<file path="config.mk">
export PLATFORM = sky130hd
export DESIGN_NAME = vec_add_seq
export DESIGN_NICKNAME = d
export VERILOG_FILES = /design/src/rtl/vec_add_seq.sv
export SDC_FILE = /design/constraint.sdc
export NUM_CORES = 1
export LEC_CHECK = 0
export CORE_UTILIZATION = 45
export DETAILED_ROUTE_END_ITERATION = 12
export PLACE_DENSITY = 0.83
export RECOVER_POWER = 100
export SETUP_SLACK_MARGIN = 0.15
export SLEW_MARGIN = 20
export SYNTH_ARGS = -nofsm -noshare
export SYNTH_HDL_FRONTEND = slang
export SYNTH_SLANG_ARGS = --single-unit
</file>
<file path="constraint.sdc">
create_clock -name clk -period 2.4 [get_ports clk]
set_input_delay 0.6 -clock clk [delete_from_list [all_inputs] [get_ports clk]]
set_output_delay 0.6 -clock clk [all_outputs]
set_load 0.005 [all_outputs]
</file>
<file path="src/rtl/vec_add_seq.sv">
// Vector-add sequencer: streams len A+B elements into C and arbitrates host B-memory ops.
// Optional VEC_CARRY_CNT_EN adds a carry_cnt output counting C writes with the carry bit set.
module vec_add_seq #(
    parameter int unsigned ADDR_W = 10,
    parameter int unsigned DATA_W = 4
) (
    input  logic              clk,
    input  logic              btnc,
    input  logic              start,
    input  logic [ADDR_W-1:0] base_addr,
    input  logic [ADDR_W:0]   len,
    input  logic              host_req,
    input  logic              host_inc,
    input  logic [ADDR_W-1:0] host_addr,
    input  logic [DATA_W-1:0] host_wdata,
    input  logic [DATA_W-1:0] a_rdata,
    input  logic [DATA_W-1:0] b_rdata,
    output logic [ADDR_W-1:0] mem_addr,
    output logic              b_we,
    output logic [ADDR_W-1:0] b_waddr,
    output logic [DATA_W-1:0] b_wdata,
    output logic              c_we,
    output logic [ADDR_W-1:0] c_waddr,
    output logic [DATA_W:0]   c_wdata,
    output logic              busy,
    output logic              done,
    output logic              host_ack
`ifdef VEC_CARRY_CNT_EN
    ,
    output logic [ADDR_W:0]   carry_cnt
`endif
);

    typedef enum logic [2:0] {
        StIdle,
        StRun,
        StFlush,
        StDone,
        StHrd,
        StHwr
    } state_e;

    state_e state_q, state_d;

    logic [ADDR_W-1:0] addr_q;
    logic [ADDR_W:0]   rem_q;
    logic              c_we_q;
    logic [ADDR_W-1:0] c_waddr_q;
    logic [ADDR_W-1:0] b_waddr_q;
    logic [DATA_W-1:0] hwdata_q;
    logic              hinc_q;
    logic              last_issue;
    logic              vec_accept;

    assign last_issue = (rem_q == (ADDR_W+1)'(1));
    // Host requests win over start in IDLE.
    assign vec_accept = (state_q == StIdle) && !host_req && start;

    always_ff @(posedge clk) begin
        if (btnc) begin
            state_q <= StIdle;
        end else begin
            state_q <= state_d;
        end
    end

    always_comb begin
        state_d = state_q;
        unique case (state_q)
            StIdle: begin
                if (host_req) begin
                    state_d = host_inc ? StHrd : StHwr;
                end else if (start) begin
                    state_d = (len == '0) ? StDone : StRun;
                end
            end
            StRun:   state_d = last_issue ? StFlush : StRun;
            StFlush: state_d = StDone;
            StDone:  state_d = StIdle;
            StHrd:   state_d = StHwr;
            StHwr:   state_d = StIdle;
            default: state_d = StIdle;
        endcase
    end

    always_ff @(posedge clk) begin
        if (btnc) begin
            addr_q    <= '0;
            rem_q     <= '0;
            c_we_q    <= 1'b0;
            c_waddr_q <= '0;
            b_waddr_q <= '0;
            hwdata_q  <= '0;
            hinc_q    <= 1'b0;
        end else begin
            // Each issued address gets its C write one cycle later, when read data arrives.
            c_we_q <= (state_q == StRun);
            if (state_q == StRun) begin
                c_waddr_q <= addr_q;
            end
            if (state_q == StIdle && host_req) begin
                b_waddr_q <= host_addr;
                hwdata_q  <= host_wdata;
                hinc_q    <= host_inc;
                if (host_inc) begin
                    addr_q <= host_addr;
                end
            end else if (vec_accept) begin
                addr_q <= base_addr;
                rem_q  <= len;
            end else if (state_q == StRun) begin
                rem_q <= rem_q - (ADDR_W+1)'(1);
                if (!last_issue) begin
                    addr_q <= addr_q + ADDR_W'(1);
                end
            end
        end
    end

    always_comb begin
        busy     = 1'b0;
        done     = 1'b0;
        b_we     = 1'b0;
        host_ack = 1'b0;
        b_wdata  = '0;
        unique case (state_q)
            StRun, StFlush: busy = 1'b1;
            StDone:         done = 1'b1;
            StHwr: begin
                b_we     = 1'b1;
                host_ack = 1'b1;
                b_wdata  = hinc_q ? (b_rdata + DATA_W'(1)) : hwdata_q;
            end
            default: ;
        endcase
    end

    assign mem_addr = addr_q;
    assign b_waddr  = b_waddr_q;
    assign c_we     = c_we_q;
    assign c_waddr  = c_waddr_q;
    assign c_wdata  = c_we_q ? ({1'b0, a_rdata} + {1'b0, b_rdata}) : '0;

`ifdef VEC_CARRY_CNT_EN
    logic [ADDR_W:0] carry_q;

    always_ff @(posedge clk) begin
        if (btnc || vec_accept) begin
            carry_q <= '0;
        end else if (c_we_q && c_wdata[DATA_W]) begin
            carry_q <= carry_q + (ADDR_W+1)'(1);
        end
    end

    assign carry_cnt = carry_q;
`endif

endmodule

</file>
## Word-level counts from Yosys, hierarchy flattened

Index checks and enable logic that the tools add are counted.

- $add $sub $neg: 4
- Equal/unequal tests: 9
- Muxes and demuxes: 19
- Bitwise operators: 1
- Reduce and logical (&&, ||, !) cells: 11

Operator list:

| cell | number |
|---|---|
| $mux 10 | 5 |
| $mux 11 | 2 |
| $pmux 3 s4 | 1 |
| $eq 11x1->1 const B | 1 |
| $logic_not 11->1 | 1 |
| $sub 11x1->11 const B | 1 |
| $add 10x1->10 const B | 1 |
| $mux 4 | 2 |
| $eq 3x2->1 const B | 2 |
| $eq 3x3->1 const B | 2 |
| $mux 3 | 2 |
| $add 4x4->5 | 1 |
| $mux 5 | 1 |
| $add 4x1->4 const B | 1 |
| $mux 1 | 4 |
| $mux 2 | 2 |
| $eq 3x1->1 const B | 1 |
| $logic_and 1x1->1 | 3 |
| $logic_not 3->1 | 1 |
| $ne 3x1->1 const B | 1 |
| $ne 3x3->1 const B | 1 |
| $reduce_and 3->1 | 1 |
| $reduce_bool 3->1 | 1 |
| $ne 2x2->1 const B | 1 |
| other kinds (5) | 5 |

- Flip-flop bits (word level): 50
- Input bits: 48
- Output and inout bits: 44
- Word-level logic and storage cells: 52

## Logic depth before layout (Yosys ltp)

Gate-level depths: netlist of run 1.

- Word-level depth: 5
- Depth in mapped cells: 8
- Gate-level depth less buffers: 7

## Worst setup path after synthesis of run 1

Ideal clock, no wire load.

- Kind: input to output
- Start point: input port a_rdata[0]
- End point: output port c_wdata[4]
- Arrival time: 1.555 ns
- Data required time: 1.800 ns
- Slack: 0.245 ns
- Cell stages on the path: 5
- Buffers on the path: 0
- Cells stage by stage: ha_1 fa_1 a21o_1 a21oi_1 nor2b_1

- Longest elaborated chain between the ends: 2

Ends and longest elaborated chain:

| element | line | RTL |
|---|---|---|
| from (decl) | 16 | `input logic [DATA_W-1:0] a_rdata,` |
| $add 4x4->5 | 142 | `assign c_wdata = c_we_q ? ({1'b0, a_rdata} + {1'b0, b_rdata}) : '0;` |
| $mux 5 | 142 |  |
| to (decl) | 24 | `output logic [DATA_W:0] c_wdata,` |

Every way passes these cells.

## Worst setup path in the final report of run 1

- Start point: input port b_rdata[0]
- End point: output port c_wdata[4]

- Longest elaborated chain between the ends: 2

Ends and longest elaborated chain:

| element | line | RTL |
|---|---|---|
| from (decl) | 17 | `input logic [DATA_W-1:0] b_rdata,` |
| $add 4x4->5 | 142 |  |
| $mux 5 | 142 |  |

Every way passes these cells.

==> impl_results.md, run 1 <==
- Clock root cell: clkbuf_8
- CP Class: primary input to output pin
- Hold crit path type: flop to flop
- Clock skew: 9.95 ps
- Max-Slew Margin vs Limit: 0.155
- Commonest cells after routing, fill and taps aside: nand2_1 (62), dfxtp_1 (48), clkdlybuf4s50_1 (38), nor2_1 (37), dlygate4sd3_1 (35)
- Commonest non-fill, non-tap cell in the layout: nand2_1
- Slew @ Worst Pin: 1270 ps
- Worst path top cell family by delay: adder cells
- Synth unique cells: 46
- CTS tree: built
- Largest net degree at the start of global routing: 28
- Syn Std Cell Area: 2710 um2
- Total grt overflow: 0
- Final setup viols: 0
- Peak fanout along the critical path: 2
- Peak VDD IR: 0.000405 V
- Syn Nets: 388
- P_int: 1.85 mW
- Mean post-synth cell area: 8.20 um2
- CP bufs+invs: 2
- FMAX: 441 MHz
- CTS max path bufs: 2
- Die area: 6340 um2
- R2R setup slack: 230 ps
- Port buffer count: 91
- P_leak: 1.53 nW
- Clock network power share: 0.175
- Yosys warning count: 0
- Per-cell routed wire length: 15.0 um
- DP Wirelength: 5410 um
- Hold slack: 459 ps
- Reg power frac: 0.405
- Syn Inst Count: 331
- Switching pwr: 1.11 mW
- RSZ-0062 raised after global routing: true
- DRT antenna net count: 0
- Main combinational cell family by area after synthesis: simple AND/OR/NAND/NOR gates
- Initial DRC count: 180
- Critical path required time: 1800 ps
- Initial antenna violation count: 0
- Total CTS buffers: 5
- # diodes: 0
- Worst skew pair latency: 310 ps
- Core Region: 5640 um2
- Routed WL: 7500 um
- Power density cells: 774 nW/um2
- DRC Markers: 0
- Switching Fraction: 0.374
- Gpl congestion: 0.823
- Post-Synth Adder-Cell Area: 0.0443
- Mux share of post-synthesis cell area: 0.00369
- Placement Setup Slack: -704 ps
- Share of cells above drive strength 1: 0.147
- Final WS setup: 130 ps
- Layout area overhead: 41.1%
- Slowest cell on crit path: fa_2
- Worst path cell trace: buf_8, ha_4, fa_2, a21o_1, a21oi_2, nor2b_1, buf_2
- Post-Synth Simple-Gate Area: 0.256
- Slew Viols, Final: 0
- Asr flop ratio synth: 0
- Hold Violations, Final: 0
- Max-Cap Viols: 0
- Synth Area in Compound Gates: 0.213
- I/O pin total: 92
- Seq/Total Area, Yosys: 0.369
- H-tree levels: 2
- Startpoint Class: primary input
- Final Cycle Share: 0.946
- Delay of the slowest cell on the worst path: 370 ps
- Post-synth EDFFs: 0
- #FFs+latches synth: 50
- Vias in the first global route: 2667
- Fraction of synthesized cell area in xor and xnor cells: 0.0646
- Combinational share of power: 0.420
- Critical Path AT: 1670 ps
- Die Y: 79.6 um
- Standard-cell rows: 27
- DR pass1 iterations: 4
- Die X-Extent: 79.6 um
- Vias per Instance: 5.46
- First-pass GRT wire length: 12100 um
- Crit end category: output pin
- GRT Overall Usage: 0.243
- Outcome: finished clean
- Synth Flop Type: dfxtp_1
- Initial Util: 0.481
- Detailed-route via count: 2731
- Fin nets: 484
- Clock slew at reported path FFs: 90 ps
- CTS sink count: 50
- Tmin final: 2270 ps
-- power groups by stage --
stage,combinational (mW),clock (mW),sequential [mW]
after floorplan,0.830,0,1.18
after global placement,1.25,0,1.22
after detailed placement,1.28,0,1.23
after CTS,1.29,0.524,1.21
after global routing,1.38,0.550,1.23
final,1.24,0.517,1.20
-- routing by layer --
layer | wire length [um] | track usage | vias up
li1 | - | - | 1342
met1 | 3170 | 0.300 | 1294
met2 | 3710 | 0.419 | 81
met3 | 459 | 0.0411 | 14
met4 | 161 | 0.0945 | 0
met5 | 0 | 0 | -
-- timing repair --
action	in CTS	in global routing
pin swaps	11	5
resized for setup	56	8
setup buffers	2	3
hold endpoints to repair	0	0
hold buffers	0	0
endpoints found under the setup margin	11	8
-- worst reg2reg max path: stages (launching register included) --
cell      delay [ps]
dfxtp_1          380
nor4_1           670
nand4_2          270
a21o_2           420
o311a_1          160
a211oi_1         190
-- cell families after synthesis --
| kind of cell | count (synthesis) |
|---|---|
| XOR/XNOR | 20 |
| AO/OA/AOI/OAI | 82 |
| flip-flops | 50 |
| multiplexers | 1 |
| adder cells (fa/ha/maj) | 9 |
| AND/OR/NAND/NOR | 142 |
| buffers and inverters | 27 |
-- final timing paths --
kind	startpoint	endpoint	cells past startpoint
max	b_rdata[0]	c_wdata[4]	7
min	b_waddr[4]	b_waddr[4]	2
max reg2reg	rem_q[4]	mem_addr[4]	5
min reg2reg	b_waddr[4]	b_waddr[4]	2
-- cells in the mapped netlist, types with 2 or more instances --
cell type | count | area share
nor3b_2 | 2 | 0.0092
nand3_1 | 6 | 0.011
and2_1 | 6 | 0.014
a311oi_1 | 2 | 0.0065
inv_1 | 5 | 0.0069
nand4_1 | 3 | 0.0069
nor3_1 | 7 | 0.013
xnor2_1 | 9 | 0.029
o311a_1 | 2 | 0.0074
buf_4 | 3 | 0.0083
o21ai_0 | 8 | 0.015
a211oi_1 | 13 | 0.036
o21a_1 | 4 | 0.011
nor2_1 | 37 | 0.051
clkbuf_1 | 7 | 0.0097
nand3b_1 | 2 | 0.0055
nand2b_1 | 3 | 0.0069
buf_6 | 2 | 0.0083
a311oi_2 | 7 | 0.039
buf_2 | 7 | 0.013
nor2b_1 | 2 | 0.0046
a21oi_1 | 35 | 0.065
ha_1 | 8 | 0.037
o211ai_1 | 3 | 0.0083
dfxtp_1 | 50 | 0.37
a21o_1 | 4 | 0.011
buf_1 | 3 | 0.0042
nand2_1 | 62 | 0.086
nor4_1 | 2 | 0.0046
xor2_1 | 11 | 0.036
-- state kept, by name (all words and copies together), names as in the netlist --
signal / count
rem_q: 11
b_waddr: 10
c_waddr: 10
mem_addr: 10
hwdata_q: 4
state_q: 3
c_we: 1
hinc_q: 1
-- cell type report --
type / count / area [um2]
clock buffers: 6 / 82.6
clock inverters: 2 / 12.5
fillers: 467 / 1810
inverters: 5 / 18.8
multi-input cells: 254 / 1610
flip-flops and latches: 50 / 1010
well taps: 72 / 90.1
repair buffers: 111 / 1010
-- metrics by stage --
stage                     cell area [um2]  power [mW]   util  std cells  setup TNS (ps)
after floorplan                      2710        2.01      -        331               0
after global placement               3700        2.47  0.656        487           -3980
after detailed placement             3700        2.51  0.656        487           -4230
after CTS                            3840        3.03  0.681        497               0
after global routing                 3830        3.15  0.678        500               0
final                                3830        2.96  0.678        500               0
No activity file was read; power rests on OpenSTA's default activity.
==> run 2, diff against run 1 <==
==> constraint.sdc (replaced) <==
create_clock -name clk -period 2.4 [get_ports clk]
set_input_delay 0.6 -clock clk [delete_from_list [all_inputs] [get_ports clk]]
set_output_delay 0.6 -clock clk [all_outputs]
set_load 0.05 [all_outputs]
==> run 2 against run 1 <==
  * The flow now finishes with violations (max-capacitance violations, max-slew violations, negative setup slack)
  * Core utilization is 1.1 points higher
  * Maximum frequency fell by 6.1%
  * Cell area increased by 1.6%
  * Wire length is 2.6% higher
  * Critical endpoint is now c_wdata[3]
  * Largest cell class unchanged
  * Largest power group unchanged
  * Highest routed layer unchanged
==> impl_results.md, run 2 (synthesis gave the netlist of run 1 again) <==
- Top reg by flops: rem_q
- Peak fanout along the critical path: 2
- DRT antenna net count: 0
- P_int: 1.93 mW
- H-tree levels: 2
- Detailed-route via count: 2728
- DRC Markers: 0
- Design Power: 3.42 mW
- RSZ-0062 raised after global routing: true
- Largest net degree at the start of global routing: 39
- Slew Viols, Final: 39
- Fin Setup TNS: -18.2 ps
- Total grt overflow: 0
- Clock skew: 3.55 ps
- Startpoint Class: primary input
- Max reg flops: 11
- Hold crit path type: flop to flop
- Initial Util: 0.481
- Clock root cell: clkbuf_8
- Die X-Extent: 79.6 um
- Tmin final: 2420 ps
- Post-Layout Inst Area: 3890 um2
- Fin nets: 482
- Max-Slew Margin vs Limit: -0.187
- Outcome: finished with violations
- Standard-cell rows: 27
- Reg power frac: 0.352
- Critical Path AT: 1820 ps
- Vias per Instance: 5.48
- Initial antenna violation count: 0
- Crit end category: output pin
- CTS tree: built
- Combinational share of power: 0.483
- Layout area overhead: 43.4%
- Hold Violations, Final: 0
- Switching pwr: 1.50 mW
- Gpl congestion: 0.854
- Violated checks: max-capacitance violations, max-slew violations, negative setup slack
- Vias in the first global route: 2515
- Final Cycle Share: 1.01
- P_leak: 1.54 nW
- Die Y: 79.6 um
- Commonest cells after routing, fill and taps aside: nand2_1 (62), dfxtp_1 (48), clkdlybuf4s50_1 (38), nor2_1 (37), a21oi_1 (33)
- Clock slew at reported path FFs: 90 ps
- Per-cell routed wire length: 15.5 um
- CTS max path bufs: 2
- Initial DRC count: 167
- DR pass1 iterations: 4
- # diodes: 0
- Peak VDD IR: 0.000585 V
- Commonest non-fill, non-tap cell in the layout: nand2_1
- DP Area: 3830 um2
- Final WS setup: -18.2 ps
- CTS sink count: 50
- Total CTS buffers: 5
- I/O pin total: 92
- Slew @ Worst Pin: 1780 ps
- First-pass GRT wire length: 12200 um
- Max-Cap Viols: 1
- Power density cells: 881 nW/um2
- Core Region: 5640 um2
- Routed WL: 7700 um
- FMAX: 414 MHz
- Clock network power share: 0.165
- DP Wirelength: 5500 um
- Worst skew pair latency: 300 ps
- Final setup viols: 1
- Port buffer count: 91
- Share of cells above drive strength 1: 0.171
- R2R setup slack: 460 ps
- Critical path required time: 1800 ps
- Switching Fraction: 0.437
- Die area: 6340 um2
- CP Class: primary input to output pin
- GRT Overall Usage: 0.247
-- run 2: cell count changes in the layout (fill, tap and decap cells not counted), sizes merged --
cell	previous run	this run
clkbuf	13	22
dlygate4sd3	35	27
buf	24	27
clkdlybuf4s25	2	0
clkdlybuf4s15	1	0
clkinv	1	0
clkinvlp	1	0
dlygate4sd2	4	3
-- run 2: worst paths after layout --
check	end	cells after the start	from
setup reg to reg	mem_addr[4]	5	state_q[1]
setup / recovery	c_wdata[3]	9	b_rdata[0]
hold / removal	b_waddr[9]	2	b_waddr[9]
hold reg to reg	b_waddr[9]	2	b_waddr[9]
-- run 2: cell type report --
| cell class | count | area, um2 |
|---|---|---|
| multi-input cells | 254 | 1630 |
| inverters | 5 | 18.8 |
| well taps | 72 | 90.1 |
| flip-flops and latches | 50 | 1000 |
| clock buffers | 8 | 110 |
| fillers | 446 | 1750 |
| repair buffers | 109 | 1030 |
-- run 2: repair_timing --
action	4_1_cts	5_1_grt
gates resized for setup	41	12
endpoints found under the setup margin	10	11
setup buffers	2	0
pin swaps	12	5
hold buffers	0	0
-- run 2: layer usage --
layer	track usage	up-vias	wire, um
met1	0.305	1283	3260
li1	-	1339	-
met3	0.0491	9	493
met2	0.433	97	3840
met5	0	-	0
met4	0.0673	0	102
-- run 2: per-stage QoR --
| stage | hold WS [ps] | cells | util | setup WS, ps |
|---|---|---|---|---|
| floorplan | 436 | 331 | - | 143 |
| global placement | 443 | 488 | 0.680 | -440 |
| detailed placement | 447 | 488 | 0.680 | -513 |
| CTS | 459 | 498 | 0.713 | -40.2 |
| global route | 468 | 498 | 0.689 | -37.5 |
| finish | 458 | 498 | 0.689 | -18.2 |
-- run 2: power groups by stage --
stage / sequential (mW) / combinational (mW) / clock (mW)
global placement: 1.22 / 1.69 / 0
finish: 1.21 / 1.65 / 0.566
CTS: 1.20 / 1.75 / 0.571
floorplan: 1.50 / 0.909 / 0
global route: 1.23 / 1.77 / 0.617
detailed placement: 1.22 / 1.73 / 0
-- run 2: worst max-delay path: stages --
cell,delay [ps]
buf_8,100
ha_4,160
buf_4,130
buf_6,100
a21o_1,150
a21oi_2,140
xnor2_1,130
and2_4,170
buf_12,130
